### src/rtl/m68k_bus_responder.sv
// 68000 asynchronous-bus slave with an internal 16-bit RAM, programmable wait states and byte strobes.
// Optional macro M68K_RESPONDER_BERR_EN answers out-of-depth in-window offsets with BERR instead of aliasing.
module m68k_bus_responder #(
  parameter logic [7:0] BASE        = 8'h00,
  parameter int         ADDR_BITS   = 8,
  parameter int         WAIT_STATES = 2
) (
  input  logic        M68K_CLK,
  input  logic        RESET,
  input  logic [22:0] M68K_A,
  input  logic        M68K_AS_n,
  input  logic        M68K_UDS_n,
  input  logic        M68K_LDS_n,
  input  logic        M68K_RW,
  input  logic [15:0] M68K_D_IN,
  output logic [15:0] M68K_D_OUT,
  output logic        M68K_D_OE,
  output logic        M68K_DTACK_n,
  output logic        M68K_BERR_n,
  output logic        BUSY
);

  typedef enum logic [1:0] {S_IDLE, S_WAIT, S_ACK, S_RELEASE} state_t;

  state_t                 state;
  logic [3:0]             cnt;
  logic [1:0]             as_sync, uds_sync, lds_sync, rw_sync;
  logic                   as, uds, lds, rw;
  logic                   start;
  logic                   we;
  logic [ADDR_BITS-1:0]   addr_q;
  logic [15:0]            data_q;
  logic                   rw_q, uds_q, lds_q;
  logic                   dtack_q, d_oe_q;
  logic [15:0]            d_out_q;
  logic [15:0]            mem [0:(1<<ADDR_BITS)-1];
  logic                   unused_a;

  // Strobes are asynchronous to M68K_CLK; address and data are assumed stable once AS is seen.
  always_ff @(posedge M68K_CLK) begin
    if (RESET) begin
      as_sync  <= 2'b11;
      uds_sync <= 2'b11;
      lds_sync <= 2'b11;
      rw_sync  <= 2'b11;
    end else begin
      as_sync  <= {as_sync[0],  M68K_AS_n};
      uds_sync <= {uds_sync[0], M68K_UDS_n};
      lds_sync <= {lds_sync[0], M68K_LDS_n};
      rw_sync  <= {rw_sync[0],  M68K_RW};
    end
  end

  assign as  = ~as_sync[1];
  assign uds = ~uds_sync[1];
  assign lds = ~lds_sync[1];
  assign rw  = rw_sync[1];

  assign start    = as && (uds || lds) && (M68K_A[22:15] == BASE);
  assign unused_a = ^M68K_A[14:ADDR_BITS];

`ifdef M68K_RESPONDER_BERR_EN
  logic start_err, err_q, berr_q;
  assign start_err   = |M68K_A[14:ADDR_BITS];
  assign M68K_BERR_n = berr_q;
`else
  assign M68K_BERR_n = 1'b1;
`endif

  always_ff @(posedge M68K_CLK) begin
    if (RESET) begin
      state   <= S_IDLE;
      cnt     <= 4'd0;
      dtack_q <= 1'b1;
      d_oe_q  <= 1'b0;
      d_out_q <= 16'h0000;
`ifdef M68K_RESPONDER_BERR_EN
      err_q   <= 1'b0;
      berr_q  <= 1'b1;
`endif
    end else begin
      case (state)
        S_IDLE: begin
          if (start) begin
            addr_q <= M68K_A[ADDR_BITS-1:0];
            data_q <= M68K_D_IN;
            rw_q   <= rw;
            uds_q  <= uds;
            lds_q  <= lds;
            cnt    <= 4'(WAIT_STATES);
`ifdef M68K_RESPONDER_BERR_EN
            err_q  <= start_err;
            state  <= start_err ? S_ACK : S_WAIT;
`else
            state  <= S_WAIT;
`endif
          end
        end
        // WAIT always lasts WAIT_STATES+1 cycles, so WAIT_STATES==0 reaches ACK at C0+1.
        S_WAIT: begin
          d_out_q <= mem[addr_q];
          d_oe_q  <= rw_q;
          if (cnt == 4'd0) begin
            state   <= S_ACK;
            dtack_q <= 1'b0;
          end else begin
            cnt <= cnt - 4'd1;
          end
        end
        S_ACK: begin
          if (!as) begin
            state   <= S_RELEASE;
            dtack_q <= 1'b1;
            d_oe_q  <= 1'b0;
`ifdef M68K_RESPONDER_BERR_EN
            berr_q  <= 1'b1;
          end else if (err_q) begin
            berr_q  <= 1'b0;
`endif
          end
        end
        S_RELEASE: begin
          state <= S_IDLE;
`ifdef M68K_RESPONDER_BERR_EN
          err_q <= 1'b0;
`endif
        end
        default: state <= S_IDLE;
      endcase
    end
  end

  // The write lands on the edge that enters ACK; a reset on that edge suppresses it.
  assign we = (state == S_WAIT) && (cnt == 4'd0) && !rw_q && !RESET;

  always_ff @(posedge M68K_CLK) begin
    if (we) begin
      if (uds_q) mem[addr_q][15:8] <= data_q[15:8];
      if (lds_q) mem[addr_q][7:0]  <= data_q[7:0];
    end
  end

  assign M68K_D_OUT   = d_out_q;
  assign M68K_D_OE    = d_oe_q;
  assign M68K_DTACK_n = dtack_q;
  assign BUSY         = (state != S_IDLE);

endmodule
### config.mk
export PLATFORM = sky130hd
export DESIGN_NAME = m68k_bus_responder
export DESIGN_NICKNAME = d
export VERILOG_FILES = /design/src/rtl/m68k_bus_responder.sv
export SDC_FILE = /design/constraint.sdc
export NUM_CORES = 2
export LEC_CHECK = 0
export CORE_UTILIZATION = 27
export DETAILED_ROUTE_END_ITERATION = 12
export DONT_BUFFER_PORTS = 1
export PLACE_DENSITY = 0.48
export SLEW_MARGIN = 20
export SYNTH_ARGS = -nofsm -noshare
export SYNTH_HDL_FRONTEND = slang
export SYNTH_SLANG_ARGS = --single-unit
export TNS_END_PERCENT = 100
### constraint.sdc
create_clock -name M68K_CLK -period 7.65 [get_ports M68K_CLK]
set_input_delay 1.53 -clock M68K_CLK [delete_from_list [all_inputs] [get_ports M68K_CLK]]
set_output_delay 1.53 -clock M68K_CLK [all_outputs]
set_load 0.02 [all_outputs]
* Word-level counts from Yosys, hierarchy flattened
Memories as Yosys holds them, arrays and structs flattened. A register that Yosys moved wholly into a read port is not among the register bits.
Index checks and enable logic that the tools add are counted.
** Cells by class
- $add $sub $neg :: 1
- Eq/ne operators :: 7
- Muxes and demuxes :: 18
- Bitwise logic cells :: 4
- Reduce and logical (&&, ||, !) cells :: 19
** Operator list (number)
- $reduce_and 3->1 :: 4
- $mux 1 :: 9
- $logic_not 8->1 :: 1
- $mux 4 :: 2
- $ne 2x2->1 const B :: 4
- $pmux 2 s4 :: 1
- $pmux 4 s2 :: 1
- $mux 2 :: 3
- $reduce_bool 2->1 :: 3
- $logic_and 1x1->1 :: 5
- $eq 2x2->1 const B :: 2
- $logic_not 4->1 :: 1
- $not 1->1 :: 4
- $pmux 1 s2 :: 2
- $sub 4x1->4 const B :: 1
- $eq 2x1->1 const B :: 1
- $logic_not 1->1 :: 2
- $logic_not 2->1 :: 1
- $reduce_and 2->1 :: 1
- $logic_or 1x1->1 :: 1
** Storage, ports and cells
- Flip-flop bits (word level) :: 43
- Bits in writable memories :: 4096
- Input port bits :: 45
- Memories :: 1
** Memory list
- mem :: depth 256, bits a word 16, rd ports 1, clocked after memory_dff 1, wr ports 1, line 36 : logic [15:0] mem [0:(1<<ADDR_BITS)-1];

* Longest topological paths before layout
- Depth after elaboration :: 6
- Mapped depth :: 13
- Depth with buffers taken out :: 8

* Worst setup path after synthesis
No wires, ideal clock.
- Path type :: flip-flop to flip-flop
- Start point :: register data_q[0]
- End point :: memory mem[0][0] (data pin)
- Data arrival time :: 3.228 ns
- Data required time :: 6.833 ns
- Slack :: 3.604 ns
- Stages on the path, launching flop included :: 1
- Clock period less this slack :: 4.046 ns
- Cell sequence :: edfxtp_1
** RTL lines
- from (decl) :: line 32 : logic [15:0] data_q;
- from (signal assigned) :: line 86 : data_q <= M68K_D_IN;
- to (decl) :: line 36
Straight into the memory's write port.

==> metrics <==
Rows 283; Worst Hold Slack 411 ps; transition time of the tightest slew-check pin 1350 ps; Pins Over Slew Limit 0; Distinct cells, synth 85; most used cell, CP buf_4; share of cells above drive strength 1 20.6%; Max FO, Critical Path 90; Critical Path Sink Type flip-flop; Post-synth EDFFs 4,123; Pleak 56.5 nW; die outline height 776 um; peak supply drop 170 uV; clock latency on the worst-skew pair 1030 ps; Layout area overhead 14.4%; pre-CTS setup slack 2580 ps; slew margin rel. 9.62%; PwrDens 247 nW/um^2; number of global-route vias before repair 82.3k; critical path buffer and inverter count 3; DR pass1 iterations 7; cells after synthesis 7,834; category of the most critical setup path flip-flop to flip-flop; syn nets 7,885; initial core utilization 27.2%; Period Utilization, post-route 67.7%; setup violators final 0; main flop type after synthesis edfxtp_1; Hold Buf Count CTS 0; Post-Syn Area 162,000 um^2; Synth Register Bits 4,155; PortBufs 0; Startpoint Class flip-flop; Antenna Violating Nets Remaining 0; I/O pins 65; Final Net Count 8,094; CTS tree built; slowest cell on the critical path edfxtp_1; DR iter-0 viols 10.6k; outcome completed; # Max-Cap Violations 0; CTS Root Cell clkbuf_16; # H-tree levels 5; Seq/Total Area, Yosys 77.0%; via count 82.8k; Data required, critical path 8570 ps; CTS buffer count 419; synthesized area per cell 20.6 um^2; Fin Clk Skew 49.7 ps; first-pass GRT wire length 717 mm; count of clock tree sinks 4,155; largest net degree at the start of global routing 201; setup bufs post-CTS 0; CP delay by family, top buffers and inverters; PnR worst setup slack 2470 ps; minimum clock period 5180 ps; unrepaired setup endpoints after global routing no; cells along the critical path buf_4 > buf_12 > buf_4 > mux4_2 > o2111ai_1 > nand4_1 > nor3_1 > nand3_1 > a32o_1; Warnings, synthesis 0; Clk pin slew, worst setup/hold paths 60 ps; total gr overflow 0; initial antenna violation count 41; Core Region 595,000 um^2; Routed Wire Length 531 mm; Vias/cell 5.04; final setup TNS 0 ps; routability-driven placement congestion ratio 0.823; clk buf depth 4; Die Width 776 um; global router's overall resource usage 17.1%; min-delay worst type flip-flop to flip-flop; Die ar. 602,000 um^2; wire per inst 32.3 um; Critical Path AT 6100 ps; post_cts resized 0; FFs w/ async S/R, synth 0%; Post-route DRC 0; final hold vios 0; DP Wirelength 332 mm; maximum clock rate 193 MHz; Max stage delay on crit path 1020 ps
==> cell usage after synthesis (12+ instances only) <==
library cell     n  area [um^2]
nor2b_1         16          100
dfxtp_1         32          641
buf_6           85          957
buf_12          17          340
edfxtp_1      4123       124000
nor4_1          42          263
buf_4           98          736
mux2i_1        520         5200
nand2_1        153          574
a32oi_1         12          105
o22ai_1        176         1100
nand4_1         16          100
nor2_1         631         2370
a22o_1          32          280
clkbuf_1       146          548
nand3_1         78          390
o221ai_1        26          228
mux4_1          38          998
a211oi_1        39          293
a22oi_1        168         1260
a21oi_1         57          285
mux4_2         761        17100
inv_1           15         56.3
a221oi_1        42          368
o21bai_1        15          113
o21ai_0         78          390
nor3_1          33          165
buf_2          113          566
o22a_1          17          149
a31oi_1         20          125
and3_1          32          200
==> layout by cell type, fill, tap and decap left out, drive strengths merged, types with 8 or more instances in the layout <==
master,instances
o22ai,176
a21oi,57
edfxtp,4123
o22a,17
a2111oi,20
a311oi,8
nand4,17
dfxtp,32
nand3,78
nor2,634
nor3,33
or2,11
o211ai,9
o21bai,15
a211oi,39
a32oi,12
o221ai,26
mux4,799
a31oi,20
clkinvlp,21
nand2,153
o2111ai,10
nand4b,9
o21ai,84
inv,29
a221oi,42
mux2i,520
nor2b,16
bufinv,45
clkinv,182
diode,52
and3,32
nor4,42
a22o,32
buf,266
a22oi,168
mux2,11
clkbuf,513
and2,11
==> power breakdown <==
part / internal [mW] / switching (mW)
clock network: 11.8 / 8.94
logic: 0.0697 / 0.161
registers: 24.7 / 0.120
total: 36.5 / 9.22
==> metrics by stage <==
stage | util (%) | cells | cell area [um^2] | power [mW]
after detailed placement | 28.8 | 15601 | 171000 | 25.5
after global routing | 31.1 | 16376 | 185000 | 46.8
after CTS | 31.1 | 16374 | 185000 | 46.1
final | 31.1 | 16427 | 185000 | 45.8
after floorplan | - | 7834 | 162000 | 25.3
after global placement | 28.7 | 15598 | 171000 | 25.5
==> area by class of cell <==
| cell class | count | area (um^2) |
|---|---|---|
| sequential | 4155 | 124000 |
| inverter | 17 | 70.1 |
| timing repair buffer | 266 | 2490 |
| clock buffer | 513 | 11100 |
| tap | 7980 | 9980 |
| fill | 57028 | 410000 |
| multi-input combinational | 3184 | 34200 |
| antenna | 52 | 130 |
| clock inverter | 260 | 2630 |
==> path summary, 6_finish.rpt <==
check | end | cells after the start | from | slack, ps
hold reg to reg | rw_q$_DFFE_PP_ | 0 | rw_sync[1]$_SDFF_PP1_ | 410
setup reg to reg | M68K_D_OUT[0]$_SDFFE_PP0N_ | 9 | addr_q[1]$_DFFE_PP_ | 2470
hold / removal | rw_q$_DFFE_PP_ | 0 | rw_sync[1]$_SDFF_PP1_ | 410
setup / recovery | M68K_D_OUT[0]$_SDFFE_PP0N_ | 9 | addr_q[1]$_DFFE_PP_ | 2470
==> cell families after synthesis <==
family	share of synthesized area [%]
flip-flops	77.0
other	0.00232
multiplexers	14.5
XOR/XNOR	0.0108
AO/OA/AOI/OAI	3.42
buffers and inverters	2.10
AND/OR/NAND/NOR	2.92
adder cells (fa/ha/maj)	0.0464
==> metal layers <==
metal	vias up	track usage, %	share of wire (%)
li1	33096	-	-
met1	45175	23.4	41
met2	3846	27.1	46
met3	708	3.97	8.9
met4	10	5.41	3.4
met5	-	0	0.037
==> registers in the layout, indices dropped and copies added, names as in the netlist, 2 cells and up <==
signal,flops
rw_sync,2
state,2
cnt,4
uds_sync,2
lds_sync,2
mem,4096
data_q,16
addr_q,8
M68K_D_OUT,16
as_sync,2
Note: power is estimated with default switching activity, not from simulation.
